===== src/rtl/calc_didactic_pkg.sv =====
// Shared definitions for the bus transfer controller: unit codes,
// FSM state encoding, transfer record layout and request helpers.
package calc_didactic;

  // Source unit codes (bit index into src_oe)
  localparam logic [2:0] SRC_ALU    = 3'd0;
  localparam logic [2:0] SRC_RAM    = 3'd1;
  localparam logic [2:0] SRC_IO     = 3'd2;
  localparam logic [2:0] SRC_REGS   = 3'd3;
  localparam logic [2:0] SRC_CP     = 3'd4;
  localparam logic [2:0] SRC_IND    = 3'd5;
  localparam logic [2:0] SRC_OFFSET = 3'd6;
  localparam logic [2:0] SRC_INV    = 3'd7;

  // Destination unit codes (bit index into dst_ld)
  localparam logic [3:0] DST_AM   = 4'd0;
  localparam logic [3:0] DST_AIE  = 4'd1;
  localparam logic [3:0] DST_T1   = 4'd2;
  localparam logic [3:0] DST_T2   = 4'd3;
  localparam logic [3:0] DST_RI   = 4'd4;
  localparam logic [3:0] DST_RAM  = 4'd5;
  localparam logic [3:0] DST_IO   = 4'd6;
  localparam logic [3:0] DST_REGS = 4'd7;
  localparam logic [3:0] DST_CP   = 4'd8;
  localparam logic [3:0] DST_IND  = 4'd9;
  localparam logic [3:0] DST_DISP = 4'd10;

  localparam int N_SRC = 7;
  localparam int N_DST = 11;

  // Slow sources get this many WAIT cycles to raise src_ready
  localparam int         TIMEOUT_CYCLES = 16;
  localparam logic [3:0] WAIT_LAST      = 4'(TIMEOUT_CYCLES - 1);

  // Queued transfer record: {src, dst}
  localparam int XFER_W = 7;

  typedef struct packed {
    logic [2:0] src;
    logic [3:0] dst;
  } xfer_t;

  typedef enum logic [1:0] {
    S_IDLE  = 2'd0,
    S_DRIVE = 2'd1,
    S_WAIT  = 2'd2,
    S_LOAD  = 2'd3
  } xfer_state_e;

  // Request cannot be executed: unknown codes or a unit feeding itself
  function automatic logic req_is_bad(input logic [2:0] src, input logic [3:0] dst);
    logic bad;
    bad = (src == SRC_INV) || (dst > DST_DISP);
    if (src == SRC_RAM  && dst == DST_RAM)  bad = 1'b1;
    if (src == SRC_IO   && dst == DST_IO)   bad = 1'b1;
    if (src == SRC_REGS && dst == DST_REGS) bad = 1'b1;
    if (src == SRC_CP   && dst == DST_CP)   bad = 1'b1;
    if (src == SRC_IND  && dst == DST_IND)  bad = 1'b1;
    return bad;
  endfunction

  // RAM and IO need src_ready before their data is valid on the bus
  function automatic logic src_is_slow(input logic [2:0] src);
    return (src == SRC_RAM) || (src == SRC_IO);
  endfunction

endpackage


===== src/rtl/xfer_fifo.sv =====
// Small synchronous FIFO holding pending transfer records.
// A push while full is accepted when a pop happens in the same cycle.
module xfer_fifo
  import calc_didactic::*;
#(
  parameter int DEPTH = 4,
  parameter int W     = XFER_W
) (
  input  logic         clk,
  input  logic         reset,
  input  logic         push,
  input  logic [W-1:0] din,
  input  logic         pop,
  output logic [W-1:0] dout,
  output logic         full,
  output logic         empty
);

  localparam int AW = (DEPTH > 1) ? $clog2(DEPTH) : 1;
  localparam int CW = AW + 1;

  logic [W-1:0]  mem_q [DEPTH];
  logic [AW-1:0] wr_ptr_q, wr_ptr_d;
  logic [AW-1:0] rd_ptr_q, rd_ptr_d;
  logic [CW-1:0] count_q, count_d;
  logic          push_ok, pop_ok;

  assign full  = (count_q == CW'(DEPTH));
  assign empty = (count_q == '0);
  assign dout  = mem_q[rd_ptr_q];

  // Pointer and occupancy update
  always_comb begin
    pop_ok   = pop && !empty;
    push_ok  = push && (!full || pop_ok);
    wr_ptr_d = wr_ptr_q;
    rd_ptr_d = rd_ptr_q;
    count_d  = count_q;
    if (push_ok) wr_ptr_d = wr_ptr_q + AW'(1);
    if (pop_ok)  rd_ptr_d = rd_ptr_q + AW'(1);
    if (push_ok && !pop_ok)      count_d = count_q + CW'(1);
    else if (!push_ok && pop_ok) count_d = count_q - CW'(1);
  end

  // Control registers; reset flushes the queue
  always_ff @(posedge clk) begin
    if (reset) begin
      wr_ptr_q <= '0;
      rd_ptr_q <= '0;
      count_q  <= '0;
    end else begin
      wr_ptr_q <= wr_ptr_d;
      rd_ptr_q <= rd_ptr_d;
      count_q  <= count_d;
    end
  end

  // Storage write; contents need no reset since occupancy gates reads
  always_ff @(posedge clk) begin
    if (push_ok) mem_q[wr_ptr_q] <= din;
  end

endmodule


===== src/rtl/bus_xfer_ctrl.sv =====
// Bus transfer controller: queues source->destination transfer requests
// and sequences each one as DRIVE (source enabled), optional WAIT for slow
// sources, then LOAD (destination strobe). All strobes are registered.
// Handshake: a request is taken on any cycle where req_valid and req_ready
// are both high; req_ready is high whenever the queue has a free slot.
module bus_xfer_ctrl
  import calc_didactic::*;
#(
  parameter int WIDTH = 16,
  parameter int DEPTH = 4
) (
  input  logic             clk,
  input  logic             reset,
  input  logic             req_valid,
  input  logic [2:0]       req_src,
  input  logic [3:0]       req_dst,
  output logic             req_ready,
  input  logic             src_ready,
  input  logic [WIDTH-1:0] bus_in,
  output logic [6:0]       src_oe,
  output logic [10:0]      dst_ld,
  output logic             done,
  output logic             err,
  output logic             busy,
  output logic [WIDTH-1:0] last_data
);

  xfer_state_e      state_q, state_d;
  xfer_t            cur_q, cur_d;
  logic [3:0]       wait_cnt_q, wait_cnt_d;
  logic [6:0]       src_oe_q, src_oe_d;
  logic [10:0]      dst_ld_q, dst_ld_d;
  logic             done_q, done_d;
  logic             err_q, err_d;
  logic [WIDTH-1:0] last_q, last_d;

  logic             fifo_full, fifo_empty, fifo_pop, fifo_push;
  logic [XFER_W-1:0] fifo_dout;
  logic             req_accept, req_bad, timeout;

  assign req_ready  = !fifo_full;
  assign req_accept = req_valid && req_ready;
  assign req_bad    = req_is_bad(req_src, req_dst);
  assign fifo_push  = req_accept && !req_bad;

  xfer_fifo #(
    .DEPTH (DEPTH),
    .W     (XFER_W)
  ) u_fifo (
    .clk   (clk),
    .reset (reset),
    .push  (fifo_push),
    .din   ({req_src, req_dst}),
    .pop   (fifo_pop),
    .dout  (fifo_dout),
    .full  (fifo_full),
    .empty (fifo_empty)
  );

  // Next-state, transfer register, timeout counter and registered strobes
  always_comb begin
    state_d    = state_q;
    cur_d      = cur_q;
    wait_cnt_d = wait_cnt_q;
    fifo_pop   = 1'b0;
    timeout    = 1'b0;
    case (state_q)
      S_IDLE: begin
        if (!fifo_empty) begin
          fifo_pop = 1'b1;
          cur_d    = xfer_t'(fifo_dout);
          state_d  = S_DRIVE;
        end
      end
      S_DRIVE: begin
        wait_cnt_d = '0;
        state_d    = src_is_slow(cur_q.src) ? S_WAIT : S_LOAD;
      end
      S_WAIT: begin
        if (src_ready) begin
          state_d = S_LOAD;
        end else if (wait_cnt_q == WAIT_LAST) begin
          timeout = 1'b1;
          state_d = S_IDLE;
        end else begin
          wait_cnt_d = wait_cnt_q + 4'd1;
        end
      end
      S_LOAD:  state_d = S_IDLE;
      default: state_d = S_IDLE;
    endcase

    // Strobes are computed for the state being entered so they flop in
    // alongside it; shifting a 1 keeps them one-hot by construction.
    src_oe_d = (state_d != S_IDLE) ? (7'd1 << cur_d.src) : 7'd0;
    dst_ld_d = (state_d == S_LOAD) ? (11'd1 << cur_d.dst) : 11'd0;
    done_d   = (state_q == S_LOAD);
    err_d    = (req_accept && req_bad) || timeout;
    last_d   = (state_q == S_LOAD) ? bus_in : last_q;
  end

  // State and output registers
  always_ff @(posedge clk) begin
    if (reset) begin
      state_q    <= S_IDLE;
      cur_q      <= '0;
      wait_cnt_q <= '0;
      src_oe_q   <= '0;
      dst_ld_q   <= '0;
      done_q     <= 1'b0;
      err_q      <= 1'b0;
      last_q     <= '0;
    end else begin
      state_q    <= state_d;
      cur_q      <= cur_d;
      wait_cnt_q <= wait_cnt_d;
      src_oe_q   <= src_oe_d;
      dst_ld_q   <= dst_ld_d;
      done_q     <= done_d;
      err_q      <= err_d;
      last_q     <= last_d;
    end
  end

  assign src_oe    = src_oe_q;
  assign dst_ld    = dst_ld_q;
  assign done      = done_q;
  assign err       = err_q;
  assign last_data = last_q;
  assign busy      = (state_q != S_IDLE) || !fifo_empty;

endmodule


===== config.mk =====
export PLATFORM = sky130hd
export DESIGN_NAME = bus_xfer_ctrl
export DESIGN_NICKNAME = d
export VERILOG_FILES = /design/src/rtl/calc_didactic_pkg.sv /design/src/rtl/xfer_fifo.sv /design/src/rtl/bus_xfer_ctrl.sv
export SDC_FILE = /design/constraint.sdc
export NUM_CORES = 1
export LEC_CHECK = 0
export ABC_AREA = 1
export CORE_AREA = 2 2 141 88
export CTS_BUF_LIST = sky130_fd_sc_hd__clkbuf_16
export CTS_CLUSTER_SIZE = 14
export DETAILED_ROUTE_END_ITERATION = 12
export DIE_AREA = 0 0 143 90
export GPL_ROUTABILITY_DRIVEN = 0
export PLACE_DENSITY = 0.6
export SYNTH_ARGS = -nofsm -noshare
export SYNTH_HDL_FRONTEND = slang
export SYNTH_SLANG_ARGS = --single-unit

===== constraint.sdc =====
create_clock -name clk -period 2.4 [get_ports clk]
set_input_delay 0.48 -clock clk [delete_from_list [all_inputs] [get_ports clk]]
set_output_delay 0.48 -clock clk [all_outputs]
set_load 0.01 [all_outputs]

==> summary.md, run 1 <==
| Metric | Value |
|---|---|
| Critical-path maximum fanout | 4 |
| Antenna viol nets, final | 0 |
| Final Cell Area | roughly 0.0047 sq mm |
| Tmin final | around 2200 ps |
| Leakage | 1.935 nW |
| CTS root buffer | clkbuf_16 |
| Gate Count Post-Synth | a little under 400 |
| WP buf/inv | 4 |
| Area added between synthesis and finish | 37.17% |
| Reg2reg setup slack | approximately 310 ps |
| Startpoint types | primary input |
| R2r endpoint | u_fifo.count_q[2] |
| CP Cell Sequence | dlygate4sd2_1, inv_1, nand2_1, nand2_1, nand2_1, a21oi_2, nand3_2, inv_1, ha_1, inv_1, fa_1, a21oi_1, o21ai_1, o21ai_1, a21oi_1 |
| Post-route insts no fill | 646 |
| Worst-Skew Late Latency | roughly 340 ps |
| Syn Nets | 423 |
| Ant. Diodes | 0 |
| Number of synthesized flops with an enable pin | 28 |
| IO Pins | 65 |
| DR iter-0 viols | approximately 160 |
| Avg Inst Size Synth | ~9 sq um |
| IO buf count | 64 |
| Num CTS Buffers | 9 |
| Post-synth top flop | dfxtp_1 |
| Drt pass-1 iters | 4 |
| Top cells by count, synth | nor2_1, dfxtp_1, nand2_1, inv_1, o21ai_0 |
| F_max | 445.0 MHz |
| Clk pwr share | a little over a quarter |
| Grt ovf | 0 |
| Worst setup skew after layout | 9.267 ps |
| Worst hold-check path type | flip-flop to flip-flop |
| Antenna violations before repair | 0 |
| Critical path class | primary input to flip-flop |
| # nets final | just over 500 |
| Internal | approximately 3.3 mW |
| Status | complete, no violations |
| Via count | 2675 |
| Worst R2R Path Depth | 13 |
| Num rows | 31 |
| P per Cell Area | between 1000 and 1500 mW/mm^2 |
| Cell taking the most area after synthesis | dfxtp_1 |
| Post-CTS Hold Fix Bufs | 0 |
| Largest net degree at the start of global routing | 25 |
| Reg-to-reg startpoint | u_fifo.count_q[0] |
| WP data required | between 2000 and 3000 ps |
| Slew @ Worst Pin | 481.2 ps |
| Cell with the most instances after synthesis | nor2_1 |
| Die H | ~90 microns |
| Placed cell area | about 0.0044 sq mm |
| Period utilisation layout | between 90 and 100% |
| CP top delay family | compound AO/OA/AOI/OAI gates |
| Total stage count of the critical path | 15 |
| Seq/Total Area, Yosys | 58.65% |
| Routed vias/inst | 4.141 |
| Worst path max stage delay | between 400 and 500 ps |
| Fraction of final layout cells sized beyond drive strength 1 | 11.43% |
| Die area | about 0.013 sq mm |
| Top cells by area, synth | dfxtp_1, edfxtp_1, nor2_1 |
| Max-Cap Viols | 0 |
| Switching Power | about 1.8 mW |
| Worst Setup SP | req_src[1] |
| GRT Overall Usage | around 13% |
| RSZ-0062 raised after global routing | false |
| CP max-delay cell | fa_1 |
| Synth unique cells | 30 |
| Yosys top cell area share | 34.02% |
| Drt total wl | 7.593 mm |
| Max_slew headroom | between 60 and 70% |
| Clock sinks | 86 |
| Post-synthesis async set-or-reset flop share | 0% |
| Final Max Tran Viols | 0 |
| First-pass GRT wire length | ~13 mm |
| CP endpoint kind | flip-flop |
| Logic gate share of total power | a little over a third |
| Post-DP HPWL | around 5.7 mm |
| Switching share of power | 34.53% |
| Worst-path clk slew | roughly 60 ps |
| Seq pwr share | a little under two fifths |
| Max Root-Sink Buffers | 2 |
| Initial Utilization | around 29% |
| WL per Instance | roughly 12 microns |
| Die width | 143 microns |
| Number of global-route vias before repair | 2566 |
| Max VDD drop | roughly 390 uV |
| # setup viols final | 0 |
| CTS tree | yes |
| Mapped cell area | 0.003413 sq mm |
| Flops & latches, synth | between 80 and 90 |
| Setup Buffers After CTS | 0 |
| Crit path DAT | around 2500 ps |
| DRC | 0 |
| Core box area | roughly 0.012 sq mm |
| Post-Place Cells | 631 |
| CP endpoint | u_fifo.count_q[2] |
| Final Hold Viols | 0 |
| Synthesis Warnings | 0 |
| H-Tree Depth | 3 |
==> timing repair <==
action	CTS	global route
setup endpoints to repair	1	1
pin swaps	0	3
resized for setup	6	5
gates cloned	0	0
==> cells by family after synthesis <==
logic type                 synth area share (%)
xor gates and xnor gates                 0.7699
and+or+nand+nor                           22.21
buffers and inverters                     6.708
adders and majority gates                 2.786
DFF                                       58.65
AOI/OAI and AO/OA                         8.871
==> how the worst min path moves through the flow <==
stage / start / endpoint / slack [ps] / depth (start not counted)
2_1_floorplan: wait_cnt_q[1] / wait_cnt_q[1] / 460 / 2
3_3_place_gp: last_data[14] / last_data[14] / 460 / 2
3_5_place_dp: last_data[1] / last_data[1] / 480 / 2
4_1_cts: last_data[1] / last_data[1] / 490 / 2
5_1_grt: last_data[1] / last_data[1] / 510 / 2
6_report: last_data[1] / last_data[1] / 480 / 2
==> stage by stage <==
step                hold slack, ps  utilization (%)  power [mW]  setup TNS [ps]  setup slack, ps
global placement             463.2            37.49       3.738          -469.8           -333.5
finish                       484.3            40.10       5.084               0            152.6
CTS                          487.9            40.02       5.159               0            12.68
global route                 507.1            40.10       5.470               0            17.08
floorplan                    464.2                -       3.099               0            71.44
detailed placement           479.1            37.49       3.795          -725.8           -455.3
==> power by group through the flow <==
stage | clock, mW | sequential [mW] | combinational, mW
floorplan | 0 | 1.96 | 1.14
global placement | 0 | 1.93 | 1.81
detailed placement | 0 | 1.93 | 1.86
CTS | 1.38 | 1.91 | 1.87
global route | 1.44 | 1.94 | 2.09
finish | 1.33 | 1.90 | 1.85
==> worst min-delay path: cells and delay by family (launching register included) <==
family / cells / cell delay [ps]
DFF: 1 / 320
and+or+nand+nor: 2 / 130
==> cell type report <==
| class | count | area [sq um] |
|---|---|---|
| fill | 1162 | 6993 |
| sequential | 86 | 2002 |
| multi-input combinational | 246 | 1194 |
| timing repair buffer | 86 | 805.8 |
| clock buffer | 11 | 275.3 |
| tap | 165 | 206.4 |
| inverter | 48 | 180.2 |
| clock inverter | 4 | 18.77 |
==> flip-flops by register name (all words and copies together), names as in the netlist, 3 cells and up, named ones only <==
name and count:
u_fifo.count_q 3, u_fifo.mem_q 28, wait_cnt_q 4, cur_q 7, src_oe 7, dst_ld 11, last_data 16
==> placed cells by master, fill, tap and decap left out, types with 2 or more instances in the layout <==
master and n:
clkdlybuf4s50_1 58, inv_2 6, inv_1 43, buf_4 22, dlymetal6s2s_1 2, nand2_2 3, nor2_4 2, nand4_1 2
dlygate4sd2_1 4, xor2_1 3, o211ai_1 3, nand3_1 11, o21ai_0 33, nand2_1 52, edfxtp_1 28, nand3_2 3
clkbuf_16 11, dfxtp_1 58, o21ai_1 7, nor2_1 103, a21oi_1 8, ha_1 6
==> routing by layer <==
layer / global-route usage, % / up-vias / share of wire [%]
met4: 4.455 / 0 / 0.86
met5: 0 / - / 0
met3: 4.901 / 6 / 6.5
met1: 17.26 / 1197 / 50
li1: - / 1410 / -
met2: 18.58 / 62 / 42
No activity file was read; power rests on OpenSTA's default activity.
==> run 2, diff against run 1 <==
--- a/config.mk
+++ b/config.mk
@@ -6,13 +6,13 @@
 export NUM_CORES = 1
 export LEC_CHECK = 0
 export ABC_AREA = 1
-export CORE_AREA = 2 2 141 88
+export CORE_AREA = 2 2 115 72
 export CTS_BUF_LIST = sky130_fd_sc_hd__clkbuf_16
 export CTS_CLUSTER_SIZE = 14
 export DETAILED_ROUTE_END_ITERATION = 12
-export DIE_AREA = 0 0 143 90
+export DIE_AREA = 0 0 117 74
 export GPL_ROUTABILITY_DRIVEN = 0
-export PLACE_DENSITY = 0.6
+export PLACE_DENSITY = 0.82
 export SYNTH_ARGS = -nofsm -noshare
 export SYNTH_HDL_FRONTEND = slang
 export SYNTH_SLANG_ARGS = --single-unit
==> summary.md, run 2 (synthesis results as in run 1) <==
| Metric | Value |
|---|---|
| RSZ-0062 raised after global routing | false |
| DP Worst Slack | -430.7 ps (+24.64 ps) |
| CP endpoint kind | flip-flop |
| Worst setup skew after layout | 6.394 ps (-2.873 ps) |
| Most frequent cells in the layout | nor2_1, clkdlybuf4s50_1, dfxtp_1 |
| Multi-input gate area | 0.001191 sq mm (-0.21%) |
| Startpoint types | primary input |
| Routed vias/inst | 4.710 (+14%) |
| Max-Cap Viols | 0 (unchanged) |
| # setup viols final | 0 (unchanged) |
| Antenna violations before repair | 0 (unchanged) |
| Max VDD drop | 474.5 uV (+22%) |
| # nets final | 511 (unchanged) |
| Hold Crit Start | last_data[7] |
| Via count | 2779 (+3.9%) |
| Drt pass-1 iters | 5 (+1) |
| Area added between synthesis and finish | 35.63% |
| Largest net degree at the start of global routing | 20 (-20%) |
| CTS root buffer | clkbuf_16 |
| Status | complete, no violations |
| Post-CTS Hold Fix Bufs | 0 (unchanged) |
| DRC | 0 (unchanged) |
| Slew @ Worst Pin | 532.2 ps (+50.98 ps) |
| Most flop-heavy register | u_fifo.mem_q |
| F_max | 443.5 MHz (-0.34%) |
| GRT Overall Usage | 18.15% (+5.4 points) |
| IO Pins | 65 (unchanged) |
| Max_slew headroom | 64.47% (-3.4 points) |
| Period utilisation layout | 93.96% (+0.32 points) |
| DR iter-0 viols | 181 (+12%) |
| Final WS setup | 145.0 ps (-7.641 ps) |
| Post-DP HPWL | 5.371 mm (-6.0%) |
| Worst-Skew Late Latency | 330 ps (about the same) |
| Clock sinks | 86 (unchanged) |
| Placed cell area | 0.004298 sq mm (-1.8%) |
| Reg2reg setup slack | 310 ps (about the same) |
| Drt total wl | 7.388 mm (-2.7%) |
| Most common cell after layout, fill and taps aside | nor2_1 |
| Final Hold Viols | 0 (unchanged) |
| Critical path class | primary input to flip-flop |
| Worst Setup SP | req_src[2] |
| Die area | 0.008658 sq mm (-33%) |
| Critical-path maximum fanout | 3 (-1) |
| Final Cell Area | 0.004629 sq mm (-1.1%) |
| Max Root-Sink Buffers | 2 (unchanged) |
| Final Core Density | 60.41% (+20 points) |
| Post-route insts no fill | 590 (-8.7%) |
| Ant. Diodes | 0 (unchanged) |
| WL per Instance | 12.52 microns (+6.5%) |
| Worst-path clk slew | 60 ps (about the same) |
| Post-Place Cells | 573 (-9.2%) |
| Number of global-route vias before repair | 2688 (+4.8%) |
| Initial Utilization | 44.54% (+15 points) |
| Setup tns final | 0 ps (unchanged) |
| Die H | 74 microns (-18%) |
| Fill cells | 633 (-46%) |
| Worst hold-check path type | flip-flop to flip-flop |
| FF+latch area | 0.002002 sq mm (unchanged) |
| First-pass GRT wire length | 12.05 mm (-5.3%) |
| Antenna viol nets, final | 0 (unchanged) |
| Reg-to-reg startpoint | u_fifo.count_q[0] |
| Final Max Tran Viols | 0 (unchanged) |
| Die width | 117 microns (-18%) |
| Core box area | 0.007664 sq mm (-34%) |
| CTS tree | yes |
| Largest register FFs | 28 (unchanged) |
| H-Tree Depth | 3 (unchanged) |
| WP data required | 2620 ps (about the same) |
| Fraction of final layout cells sized beyond drive strength 1 | 11.41% (-0.024 points) |
| Num rows | 25 (-19%) |
| P per Cell Area | 1107 mW/mm^2 (+2.0%) |
| Tmin final | 2255 ps (+7.641 ps) |
| Grt ovf | 0 (unchanged) |
| Crit path DAT | 2470 ps (about the same) |
| Leakage | 1.947 nW (+0.58%) |
| IO buf count | 64 (unchanged) |
| Num CTS Buffers | 9 (unchanged) |
run 2: worst paths after layout:
path	cells after the start	to
worst min-delay path	2	last_data[7]
worst max register to register	13	u_fifo.count_q[2]
worst max-delay path	14	u_fifo.count_q[2]
worst min register to register	2	last_data[7]
run 2: layout make-up:
cell class	count	area share (%)
clock buffer	10	5.405
clock inverter	6	1.297
inverter	48	3.892
multi-input combinational	246	25.73
sequential	86	43.24
tap	108	2.919
timing repair buffer	86	17.51
run 2: repair_timing:
action	4_1_cts	5_1_grt
setup buffers	0	1
setup endpoints to repair	1	2
gates resized for setup	3	6
pin swaps	0	1
run 2: routing by layer:
layer  wire (microns)  global-route usage, %
met1             3394                  22.88
met2             3445                  29.99
met3              457                  6.194
met4               90                  5.621
met5                0                      0
run 2: critical path: stages:
cell and delay, ps:
clkdlybuf4s50_1 520, inv_1 60, nand3_1 70, nand2_1 50, nand2_1 80, nand3_2 90, inv_1 60, ha_1 130
inv_1 70, fa_1 440, a21oi_1 140, o21ai_1 90, o21ai_1 120, a21oi_1 50
run 2: per-stage QoR:
step	hold WS, ps	power [mW]
5_1_grt	514.8	5.463
4_1_cts	487.5	5.153
3_5_place_dp	474.9	3.728
6_report	483.5	5.126
3_3_place_gp	463.0	3.655
2_1_floorplan	464.2	3.099
run 2: power breakdown:
group | internal (mW) | switching (mW) | leakage, nW
clock | 0.865 | 0.535 | 0.157
sequential | 1.76 | 0.166 | 0.727
combinational | 0.741 | 1.06 | 1.06
total | 3.36 | 1.76 | 1.95
==> run 3, diff against run 2 <==
--- a/config.mk
+++ b/config.mk
@@ -6,13 +6,14 @@
 export NUM_CORES = 1
 export LEC_CHECK = 0
 export ABC_AREA = 1
-export CORE_AREA = 2 2 115 72
+export CORE_AREA = 2 2 109 69
 export CTS_BUF_LIST = sky130_fd_sc_hd__clkbuf_16
+export CTS_CLUSTER_DIAMETER = 120
 export CTS_CLUSTER_SIZE = 14
 export DETAILED_ROUTE_END_ITERATION = 12
-export DIE_AREA = 0 0 117 74
+export DIE_AREA = 0 0 111 71
 export GPL_ROUTABILITY_DRIVEN = 0
-export PLACE_DENSITY = 0.82
+export PLACE_DENSITY_LB_ADDON = 0.15
 export SYNTH_ARGS = -nofsm -noshare
 export SYNTH_HDL_FRONTEND = slang
 export SYNTH_SLANG_ARGS = --single-unit
==> constraint.sdc (replaced) <==
create_clock -name clk -period 2.5 [get_ports clk]
set_input_delay 0.5 -clock clk [delete_from_list [all_inputs] [get_ports clk]]
set_output_delay 0.5 -clock clk [all_outputs]
set_load 0.01 [all_outputs]
==> summary.md, run 3 (synthesis results as in run 1) <==
| Metric | Value |
|---|---|
| Reg2reg setup slack | 310 ps (about the same) |
| Critical-path maximum fanout | 3 (unchanged) |
| Antenna violations before repair | 0 (unchanged) |
| Max VDD drop | 566.0 uV (+19%) |
| Worst setup skew after layout | 8.374 ps (+1.980 ps) |
| Post-CTS Hold Fix Bufs | 0 (unchanged) |
| DRC | 0 (unchanged) |
| Switching Power | 1.639 mW (-7.0%) |
| Number of global-route vias before repair | 2499 (-7.0%) |
| Core box area | 0.006937 sq mm (-9.5%) |
| Crit path DAT | 2510 ps (+40 ps) |
| Final Hold Viols | 0 (unchanged) |
| Post-DP HPWL | 5.182 mm (-3.5%) |
| FF+latch area | 0.002002 sq mm (unchanged) |
| Logic gate share of total power | 35.7% (+0.5 points) |
| Clock sinks | 86 (unchanged) |
| H-Tree Depth | 3 (unchanged) |
| Fraction of final layout cells sized beyond drive strength 1 | 10.42% (-0.99 points) |
| Die area | 0.007881 sq mm (-9.0%) |
| DR iter-0 viols | 110 (-39%) |
| RSZ-0062 raised after global routing | false |
| Status | complete, no violations |
| Multi-input gate area | 0.001189 sq mm (-0.21%) |
| Most common cell after layout, fill and taps aside | nor2_1 |
| Drt pass-1 iters | 4 (-1) |
| WL per Instance | 12.47 microns (-0.43%) |
| Worst-Skew Late Latency | 330 ps (about the same) |
| Drt total wl | 7.119 mm (-3.6%) |
| Fill cells | 578 (-8.7%) |
| Switching share of power | 34.37% (about the same) |
| Max_slew headroom | 66.91% (+2.4 points) |
| Internal | 3.129 mW (-7.0%) |
| Die H | 71 microns (-4.1%) |
| Area added between synthesis and finish | 33.69% |
| Most flop-heavy register | u_fifo.mem_q |
| Critical path class | primary input to flip-flop |
| Routed vias/inst | 4.727 (+0.35%) |
| CTS tree | yes |
| CP endpoint kind | flip-flop |
| Final WS setup | 204.9 ps (+59.93 ps) |
| Via count | 2699 (-2.9%) |
| CTS root buffer | clkbuf_16 |
| Die width | 111 microns (-5.1%) |
| IO buf count | 64 (unchanged) |
| Max-Cap Viols | 0 (unchanged) |
| # setup viols final | 0 (unchanged) |
| Grt ovf | 0 (unchanged) |
| Num CTS Buffers | 9 (unchanged) |
| P per Cell Area | 1045 mW/mm^2 (-5.6%) |
| Max Root-Sink Buffers | 2 (unchanged) |
| Period utilisation layout | between 90% and 100% |
| Worst hold-check path type | flip-flop to flip-flop |
| Largest net degree at the start of global routing | 19 (-5.0%) |
| Initial Utilization | 49.21% (+4.7 points) |
| GRT Overall Usage | 18.98% (+0.83 points) |
| Startpoint types | primary input |
| Final Core Density | 65.78% (+5.4 points) |
| IO Pins | 65 (unchanged) |
| Leakage | 1.943 nW (-0.19%) |
| Final Max Tran Viols | 0 (unchanged) |
| WP data required | 2720 ps (+100 ps) |
| Tmin final | around 2300 ps |
| Clk pwr share | 26.0% (-1.3 points) |
| DP Worst Slack | -374.1 ps (+56.57 ps) |
| Num rows | 24 (-4.0%) |
| Worst-path clk slew | 60 ps (about the same) |
| Slew @ Worst Pin | 491.2 ps (-40.95 ps) |
| Antenna viol nets, final | 0 (unchanged) |
| F_max | 435.7 MHz |
| Ant. Diodes | 0 (unchanged) |
| Setup tns final | 0 ps (unchanged) |
| Largest register FFs | 28 (unchanged) |
| First-pass GRT wire length | 11.60 mm (-3.7%) |
| Seq pwr share | 38.3% (+0.8 points) |
| Most frequent cells in the layout | nor2_1, clkdlybuf4s50_1, dfxtp_1 |
| # nets final | 509 (-0.39%) |
[run 3: cell types whose count changed in the layout (fill, tap and decap cells not counted)]
cell / previous run / this run
inv_6: 1 / 0
nand2_2: 2 / 3
inv_4: 1 / 0
clkinvlp_4: 1 / 0
clkinv_2: 0 / 1
dlymetal6s2s_1: 3 / 4
buf_4: 22 / 20
dlygate4sd2_1: 2 / 1
nand3_1: 11 / 12
nand2_1: 53 / 52
inv_1: 44 / 47
nand3_2: 3 / 2
clkbuf_16: 10 / 9
[run 3: layer usage]
metal  GRT usage, %  vias to the layer above  share of wire, %
met4          8.056                        0               1.4
met3          5.313                       10               5.7
met5              0                        -                 0
met2          29.86                       71                45
met1          25.04                     1210                48
li1               -                     1408                 -
[run 3: path summary, 6_finish.rpt]
check	cells after the start	end	startpoint
worst max-delay path	14	u_fifo.count_q[2]	req_src[2]
worst min-delay path	2	last_data[13]	last_data[13]
worst max register to register	10	u_fifo.count_q[2]	u_fifo.count_q[0]
worst min register to register	2	last_data[13]	last_data[13]
[run 3: cell type report]
cell class	instances	share of cell area [%]
inverter	48	3.948
clock inverter	7	1.179
multi-input combinational	246	26.05
tap	91	2.495
sequential	86	43.87
timing repair buffer	84	17.52
clock buffer	9	4.936
[run 3: power groups by stage]
| stage | combinational (mW) | clock (mW) | sequential (mW) |
|---|---|---|---|
| final | 1.70 | 1.24 | 1.83 |
| after CTS | 1.71 | 1.26 | 1.83 |
| after global routing | 1.91 | 1.32 | 1.86 |
| after global placement | 1.65 | 0 | 1.85 |
| after floorplan | 1.09 | 0 | 1.88 |
| after detailed placement | 1.70 | 0 | 1.86 |
[run 3: stage by stage]
stage / total power [mW] / cells / hold slack (ps) / cell area [sq um]
floorplan: 2.975 / 389 / 464.2 / 3413
global placement: 3.502 / 555 / 466.0 / 4269
detailed placement: 3.558 / 555 / 472.6 / 4269
CTS: 4.806 / 571 / 485.4 / 4549
global route: 5.089 / 571 / 504.8 / 4563
finish: 4.767 / 571 / 481.0 / 4563
[run 3: timing repair]
item / 4_1_cts / 5_1_grt
endpoints found under the setup margin: 1 / 1
buffers inserted: 0 / 0
gates resized for setup: 2 / 7
[run 3: worst max-delay path, cell delays in order]
cell and delay (ps):
clkdlybuf4s50_1 530, inv_1 70, nand3_1 80, nand2_1 50
nand2_1 70, nand3_1 90, inv_1 70, ha_1 130
inv_1 60, fa_1 440, a21oi_1 140, o21ai_1 90
o21ai_1 120, a21oi_1 50
